### config.mk
export PLATFORM = sky130hd
export DESIGN_NAME = uart_rx_amisha
export DESIGN_NICKNAME = d
export VERILOG_FILES = /design/src/rtl/uart_pkg.sv /design/src/rtl/sync_2ff.sv /design/src/rtl/uart_rx_amisha.sv
export SDC_FILE = /design/constraint.sdc
export NUM_CORES = 1
export LEC_CHECK = 0
export BUFFER_PORTS_ARGS = -buffer_cell sky130_fd_sc_hd__buf_4
export CELL_PAD_IN_SITES_DETAIL_PLACEMENT = 1
export CELL_PAD_IN_SITES_GLOBAL_PLACEMENT = 1
export CORE_MARGIN = 2
export CORE_UTILIZATION = 50
export DETAILED_ROUTE_END_ITERATION = 10
export PLACE_DENSITY = 0.92
export SLEW_MARGIN = 25
export SYNTH_ARGS = -nofsm -noshare
export SYNTH_HDL_FRONTEND = slang
export SYNTH_SLANG_ARGS = --single-unit
export TNS_END_PERCENT = 10
### constraint.sdc
create_clock -name clk_amisha -period 4.41 [get_ports clk_amisha]
set_input_delay 0.2205 -clock clk_amisha [delete_from_list [all_inputs] [get_ports clk_amisha]]
set_output_delay 0.2205 -clock clk_amisha [all_outputs]
set_load 0.05 [all_outputs]
### src/rtl/uart_pkg.sv
// Shared UART definitions: FSM state encoding and default frame parameters.
// The transmitter is expected to reuse these.
package uart_pkg;

  typedef enum logic [1:0] {
    IDLE  = 2'b00,
    START = 2'b01,
    DATA  = 2'b10,
    STOP  = 2'b11
  } uart_state_e;

  localparam int DEF_DBIT    = 8;
  localparam int DEF_SB_TICK = 16;
  localparam int DEF_OS_RATE = 16;

  function automatic int imax(input int a, input int b);
    return (a > b) ? a : b;
  endfunction

endpackage

### src/rtl/sync_2ff.sv
// Two-flop synchroniser for a single asynchronous input.
// Both flops reset to RST_VAL so the output does not glitch out of reset.
module sync_2ff #(
  parameter logic RST_VAL = 1'b1
) (
  input  logic clk_i,
  input  logic rst_i,
  input  logic d_i,
  output logic q_o
);

  logic meta_q;
  logic sync_q;

  always_ff @(posedge clk_i or posedge rst_i) begin
    if (rst_i) begin
      meta_q <= RST_VAL;
      sync_q <= RST_VAL;
    end else begin
      meta_q <= d_i;
      sync_q <= meta_q;
    end
  end

  assign q_o = sync_q;

endmodule

### src/rtl/uart_rx_amisha.sv
// Oversampling UART receiver: samples mid-bit on the baud tick, shifts LSB first,
// and reports each completed frame with a one-clock done pulse and stop-bit error flag.
module uart_rx_amisha
  import uart_pkg::*;
#(
  parameter int DBIT    = DEF_DBIT,
  parameter int SB_TICK = DEF_SB_TICK,
  parameter int OS_RATE = DEF_OS_RATE
) (
  input  logic            clk_amisha,
  input  logic            reset_amisha,
  input  logic            s_tick_amisha,
  input  logic            rx_amisha,
  output logic [DBIT-1:0] dout_amisha,
  output logic            rx_done_tick_amisha,
  output logic            frame_err_amisha
);

  localparam int SW = $clog2(imax(OS_RATE, SB_TICK));
  localparam int NW = (DBIT > 1) ? $clog2(DBIT) : 1;

  localparam logic [SW-1:0] S_MID  = SW'(OS_RATE / 2 - 1);
  localparam logic [SW-1:0] S_BIT  = SW'(OS_RATE - 1);
  localparam logic [SW-1:0] S_STOP = SW'(SB_TICK - 1);
  localparam logic [NW-1:0] N_LAST = NW'(DBIT - 1);

  // Whole FSM context in one struct so a checker can bind to regs_q.state directly.
  // armed: line has been seen high since the last frame; a held break cannot retrigger.
  typedef struct packed {
    uart_state_e     state;
    logic [SW-1:0]   s;
    logic [NW-1:0]   n;
    logic [DBIT-1:0] b;
    logic            armed;
  } rx_regs_t;

  rx_regs_t        regs_q, regs_d;
  logic [DBIT-1:0] dout_q, dout_d;
  logic            done_q, done_d;
  logic            err_q, err_d;
  logic            rx_s;

  sync_2ff #(.RST_VAL(1'b1)) u_sync (
    .clk_i (clk_amisha),
    .rst_i (reset_amisha),
    .d_i   (rx_amisha),
    .q_o   (rx_s)
  );

  always_ff @(posedge clk_amisha or posedge reset_amisha) begin
    if (reset_amisha) begin
      regs_q.state <= IDLE;
      regs_q.s     <= '0;
      regs_q.n     <= '0;
      regs_q.b     <= '0;
      regs_q.armed <= 1'b1;
      dout_q       <= '0;
      done_q       <= 1'b0;
      err_q        <= 1'b0;
    end else begin
      regs_q <= regs_d;
      dout_q <= dout_d;
      done_q <= done_d;
      err_q  <= err_d;
    end
  end

  always_comb begin
    regs_d = regs_q;
    dout_d = dout_q;
    done_d = 1'b0;
    err_d  = 1'b0;
    if (rx_s) regs_d.armed = 1'b1;
    unique case (regs_q.state)
      IDLE: begin
        if (!rx_s && regs_q.armed) begin
          regs_d.state = START;
          regs_d.s     = '0;
        end
      end
      START: begin
        if (s_tick_amisha) begin
          if (regs_q.s == S_MID) begin
            if (!rx_s) begin
              regs_d.state = DATA;
              regs_d.s     = '0;
              regs_d.n     = '0;
            end else begin
              regs_d.state = IDLE;
            end
          end else begin
            regs_d.s = regs_q.s + 1'b1;
          end
        end
      end
      DATA: begin
        if (s_tick_amisha) begin
          if (regs_q.s == S_BIT) begin
            regs_d.b = DBIT'({rx_s, regs_q.b} >> 1);
            regs_d.s = '0;
            if (regs_q.n == N_LAST) regs_d.state = STOP;
            else                    regs_d.n     = regs_q.n + 1'b1;
          end else begin
            regs_d.s = regs_q.s + 1'b1;
          end
        end
      end
      STOP: begin
        if (s_tick_amisha) begin
          if (regs_q.s == S_STOP) begin
            regs_d.state = IDLE;
            regs_d.armed = rx_s;
            dout_d       = regs_q.b;
            done_d       = 1'b1;
            err_d        = !rx_s;
          end else begin
            regs_d.s = regs_q.s + 1'b1;
          end
        end
      end
      default: regs_d.state = IDLE;
    endcase
  end

  // done/err are single-clock pulses; dout is valid from the done clock until the next one.
  assign dout_amisha         = dout_q;
  assign rx_done_tick_amisha = done_q;
  assign frame_err_amisha    = err_q;

endmodule

==> impl_metrics.tcl, run 1 <==
set metrics [dict create \
    initial_core_util_pct 53.92 \
    pwr_density_cell_nw_per_um2 508.8 \
    die_w_um 56.16 \
    port_buffers 13 \
    yosysMostFrequentCell "dfrtp_1" \
    cts_buffers 5 \
    p_leak_nw 0.8108 \
    vdd_drop_max_v 0.0004289 \
    areaGrowthSynthToFinish_pct 13.52 \
    yosysUniqueCellTypes 36 \
    synth_ff_type "dfrtp_1" \
    io_pins 14 \
    grt_max_degree 31 \
    dp_cells 144 \
    grt_usage_pct 21.93 \
    place_congestion 0.7709 \
    worst_pin_slew_ns 0.6237 \
    synth-seq-cells 30 \
    drive_gt1_share_pct 28.23 \
    clk_path_buf_depth 2 \
    syn_area_um2 1360 \
    synth-edff-count 0 \
    routed_wl_um 2965 \
    status "finished clean" \
    final_nets 130 \
    clock-sinks 30 \
    grt.overflow.total 0 \
    syn_avg_cell_area_um2 12.95 \
    yosysTopAreaCellShare_pct 49.68 \
    ys.warnings.count 0 \
    hold_viol 0 \
    via_per_inst 5.851 \
    grt_pass1_wl_um 5099 \
    die_h_um 56.16 \
    clock_latency_ns 0.33 \
    seq_area_frac_synth_pct 55.47 \
    synthArstFlopShare_pct 100.0 \
    max_slew_margin_pct 58.36 \
    cp-start-kind "flip-flop" \
    fillers 270 \
    slew_viol_final 0 \
    setup_viol 0 \
    die-area_um2 3153 \
    cp.arrival_ns 2.14 \
    synth_commonest_cells "dfrtp_1, mux2_1, nor2_1, inv_1" \
    clk_pin_slew_ns 0.10 \
    syn_inst 105 \
    htree_levels 2 \
    path_class "flip-flop to flip-flop" \
    synth_fp_nets 112 \
    worstPathRequired_ns 4.62 \
    layout_worst_path_cycle_share_pct 43.77 \
    avgRoutedWirePerCell_um 19.25 \
    cp_max_fo 11 \
    cts_setup_buffers 0 \
    fin_hold_ws_ns 0.1624 \
    cts_resized 0 \
    fmax_mhz 518.0 \
    drv_cap 0 \
    rsz0062_at_grt "false" \
    yosys-top-cells-area "dfrtp_1, mux2_1, dfstp_2, ha_1, mux2_4" \
    antenna_cells 0 \
    final_core_util_pct 61.21 \
    core_area_um2 2522 \
    skew_ns 0.01237 \
    cts_tree "done" \
    tns_ns 0 \
    instances_no_fill 154 \
    drc_errors 0 \
    ctsHoldBuffers 2 \
    end_kind "flip-flop" \
    yosys.area.top_type "dfrtp_1" \
    grt_pass1_vias 1010 \
    antenna_found_initial 0 \
    drtPass1Iterations 4 \
    hpwl_um 2021 \
    num_vias 901 \
    hp-class "primary input to flip-flop" \
    drt-initial-drc-count 33 \
    cts_root_buf "clkbuf_4" \
    rows 18 \
    min_period_ns 1.930 \
    drtAntennaViolNets 0 \
]
==> state kept, by name (all words and copies together), names as in the netlist <==
signal,cells
dout_amisha,8
regs_q,18
u_sync.meta_q,1
u_sync.q_o,1
rx_done_tick_amisha,1
frame_err_amisha,1
==> critical path: stages (launching register included) <==
cell and delay, ns:
dfrtp_1 0.68, nand4_1 0.27, or2_1 0.37, inv_4 0.13, mux2_1 0.34
==> power by group <==
group | internal (mW) | switching [mW] | leakage, nW
registers | 0.312 | 0.0752 | 0.391
logic | 0.111 | 0.131 | 0.388
clock network | 0.0606 | 0.0955 | 0.0320
==> through the flow <==
| stage | cell area (um2) | power, mW | setup WS [ns] |
|---|---|---|---|
| after floorplan | 1360 | 0.5719 | 2.786 |
| after global placement | 1473 | 0.5978 | 2.671 |
| after detailed placement | 1473 | 0.6281 | 2.522 |
| after CTS | 1544 | 0.7917 | 2.492 |
| after global routing | 1544 | 0.8378 | 2.368 |
| final | 1544 | 0.7856 | 2.480 |
==> cell families after synthesis <==
group | count (synthesis) | synth area share [%]
muxes | 20 | 17.02
buffers and inverters | 10 | 3.496
AOI/OAI and AO/OA | 18 | 11.32
adders and majority gates | 3 | 2.760
DFF | 30 | 55.47
and+or+nand+nor | 24 | 9.938
==> worst paths after layout <==
check / slack (ns) / endpoint / cells past startpoint / startpoint
worst max register to register: 2.48 / dout_amisha[2] / 4 / regs_q[16]
worst min-delay path: 0.16 / regs_q[16] / 2 / s_tick_amisha
min in group asynchronous: 0.51 / regs_q[7] / 3 / reset_amisha
worst max-delay path: 2.48 / dout_amisha[2] / 4 / regs_q[16]
worst min register to register: 0.36 / u_sync.q_o / 0 / u_sync.meta_q
max in group asynchronous: 3.48 / regs_q[15] / 3 / reset_amisha
==> cell type report <==
cell class,count,area [um2],share of cell area (%)
repair buffers,15,117.6,7.618
inverters,6,25.02,1.621
flip-flops and latches,30,754.5,48.87
well taps,30,37.54,2.431
clock inverters,2,10.01,0.6483
multi-input cells,65,558.0,36.14
clock buffers,6,41.29,2.674
==> routing by layer <==
| metal | vias up | GRT usage [%] | share of wire [%] | wire length (um) |
|---|---|---|---|---|
| li1 | 407 | - | - | - |
| met1 | 455 | 26.86 | 42 | 1248 |
| met2 | 28 | 34.12 | 50 | 1481 |
| met3 | 11 | 7.907 | 4.8 | 141 |
| met4 | 0 | 10.88 | 3.2 | 94 |
| met5 | - | 0 | 0 | 0 |
==> cell usage in the layout (no fill, tap or decap), drive strengths merged <==
cell / n
dfrtp: 27
mux2: 19
buf: 13
nor2: 8
clkbuf: 6
inv: 6
nand3: 4
a21oi: 4
ha: 3
dfstp: 3
o21ai: 3
nand2: 3
a22o: 2
a21o: 2
clkinv: 2
dlygate4sd3: 2
nor3: 2
nor4: 2
or2: 2
nand4: 1
o41ai: 1
nor2b: 1
a21boi: 1
o21a: 1
o22ai: 1
and2: 1
a41oi: 1
mux2i: 1
o22a: 1
a211o: 1
No activity file was read; power rests on OpenSTA's default activity.
==> inputs of run 2 (changes only) <==
--- a/config.mk
+++ b/config.mk
@@ -9,9 +9,9 @@
 export CELL_PAD_IN_SITES_DETAIL_PLACEMENT = 1
 export CELL_PAD_IN_SITES_GLOBAL_PLACEMENT = 1
 export CORE_MARGIN = 2
-export CORE_UTILIZATION = 50
+export CORE_UTILIZATION = 46
 export DETAILED_ROUTE_END_ITERATION = 10
-export PLACE_DENSITY = 0.92
+export PLACE_DENSITY = 0.86
 export SLEW_MARGIN = 25
 export SYNTH_ARGS = -nofsm -noshare
 export SYNTH_HDL_FRONTEND = slang
==> constraint.sdc (replaced) <==
create_clock -name clk_amisha -period 1.9 [get_ports clk_amisha]
set_input_delay 0.095 -clock clk_amisha [delete_from_list [all_inputs] [get_ports clk_amisha]]
set_output_delay 0.095 -clock clk_amisha [all_outputs]
set_load 0.05 [all_outputs]
==> run 2 against run 1 <==
Net effect:
- fmax rose by 6.7%
- non-clock buffer count is 4 higher
- flip-flop and latch count stayed put
- utilization down 4.1 points
- setup slack got worse by 2.4 ns
- clock power increased to 2.6 times the previous value
- worst hold slack got worse by 0.15 ns
- critical path type unchanged
- sequential share of layout area is 1.3 points lower
==> impl_metrics.tcl, run 2 (synthesis gave the netlist of run 1 again) <==
set metrics [dict create \
    detail_route.wirelength.met1_um 1197 \
    drive_gt1_share_pct 30.47 \
    cts_root_buf "clkbuf_4" \
    grt_pass1_vias 890 \
    place_congestion 0.8530 \
    core_area_um2 2781 \
    reg2reg_slack_ns 0.09 \
    path_class "flip-flop to flip-flop" \
    largest_register_ff_count 18 \
    num_vias 903 \
    fillers 296 \
    clock_latency_ns 0.33 \
    grt_usage_pct 17.32 \
    die_h_um 58.38 \
    min-delay-start "s_tick_amisha" \
    rsz0062_at_grt "false" \
    cp.arrival_ns 2.02 \
    port_buffers 13 \
    drt-initial-drc-count 14 \
    tns_ns 0 \
    skew_ns 0.009498 \
    rows 19 \
    hpwl_um 1827 \
    final_cell_mix "dfrtp_1, buf_4, mux2_1" \
    grt.overflow.total 0 \
    combPwrFrac_pct 32.9 \
    cts_tree "done" \
    drc_errors 0 \
    status "finished clean" \
    r2r-end "dout_amisha[2]" \
    grt_pass1_wl_um 4347 \
    die_w_um 58.38 \
    crit_end "dout_amisha[2]" \
    clk_path_buf_depth 2 \
    dr.max_layer_used "met4" \
    power.switching_mw 0.6838 \
    reg2reg_depth 5 \
    cp_max_fo 7 \
    cp-start-kind "flip-flop" \
    p_seq_share_pct 45.4 \
    avgRoutedWirePerCell_um 16.11 \
    areaGrowthSynthToFinish_pct 16.74 \
    hp-class "primary input to flip-flop" \
    met2_length_um 1246 \
    max_slew_margin_pct 70.71 \
    clockPowerShare_pct 21.7 \
    die-area_um2 3408 \
    drv_cap 0 \
    pwr_density_cell_nw_per_um2 1177 \
    min_period_ns 1.809 \
    clk_pin_slew_ns 0.11 \
    setup_viol 0 \
    switching_share_pct 36.60 \
    regMostFlops "regs_q" \
    layout_commonest_cell "dfrtp_1" \
    worst_pin_slew_ns 0.4393 \
    end_kind "flip-flop" \
    final_nets 134 \
    p_leak_nw 0.8332 \
    setup.worst_path.start "regs_q[12]" \
    grt_max_degree 31 \
    drtAntennaViolNets 0 \
    layout_worst_path_cycle_share_pct 95.19 \
    antenna_cells 0 \
    route.met3.wl_um 99 \
    via_per_inst 5.679 \
    fmax_mhz 552.9 \
    antenna_found_initial 0 \
    io_pins 14 \
    routed_wl_um 2562 \
    cts_buffers 5 \
    cts_setup_buffers 0 \
    htree_levels 2 \
    clock-sinks 30 \
    slew_viol_final 0 \
    fin_hold_ws_ns 0.01518 \
    r2r_start "regs_q[12]" \
    worstPathRequired_ns 2.12 \
    hold_viol 0 \
    initial_core_util_pct 48.90 \
    vdd_drop_max_v 0.0008008 \
    intPower_mw 1.184 \
    drtPass1Iterations 4 \
]
[run 2: per-layer routing]
| metal | global-route usage [%] | up-vias |
|---|---|---|
| li1 | - | 417 |
| met1 | 22.67 | 462 |
| met2 | 27.93 | 22 |
| met3 | 5.275 | 2 |
| met4 | 4.983 | 0 |
| met5 | 0 | - |
[run 2: worst min path at each step]
| stage | end | slack, ns | depth (start not counted) |
|---|---|---|---|
| 6_report | regs_q[16] | 0.02 | 2 |
| 3_5_place_dp | regs_q[4] | 0.20 | 3 |
| 3_3_place_gp | regs_q[4] | 0.19 | 3 |
| 4_1_cts | regs_q[16] | 0.003 | 2 |
| 2_1_floorplan | u_sync.meta_q | 0.1 | 0 |
| 5_1_grt | regs_q[16] | 0.01 | 2 |
[run 2: layout make-up]
type / count / area, um2 / area share, %
clock inverter: 2 / 12.51 / 0.7880
inverter: 6 / 25.02 / 1.576
clock buffer: 6 / 51.30 / 3.231
multi-input combinational: 65 / 558.0 / 35.15
sequential: 30 / 754.5 / 47.52
timing repair buffer: 19 / 147.6 / 9.299
tap: 31 / 38.79 / 2.443
[run 2: timing repair]
item                                   in CTS  in global routing
hold buffers                                2                  0
endpoints found under the hold margin      28                  0
gates resized for setup                     0                  0
[run 2: power by group through the flow]
stage               clock network, mW  logic (mW)  registers (mW)
floorplan                           0       0.520           0.808
detailed placement                  0       0.605           0.857
finish                          0.405       0.614           0.849
CTS                             0.419       0.617           0.846
global placement                    0       0.574           0.846
global route                    0.444       0.674           0.861
[run 2: per-stage QoR]
step | area, um2 | cells | power [mW] | util, % | setup slack [ns]
2_1_floorplan | 1360 | 105 | 1.327 | - | 0.2761
3_3_place_gp | 1504 | 149 | 1.421 | 54.07 | 0.2007
3_5_place_dp | 1504 | 149 | 1.462 | 54.07 | 0.09900
4_1_cts | 1588 | 159 | 1.883 | 57.08 | 0.08511
5_1_grt | 1588 | 159 | 1.979 | 57.08 | 0.008169
6_report | 1588 | 159 | 1.868 | 57.08 | 0.09139
[run 2: critical path: stages, from the launching register on]
cell and delay [ns]:
dfrtp_1 0.40, ha_1 0.27, nand4_1 0.20, or2_1 0.36
inv_4 0.13, mux2_1 0.34
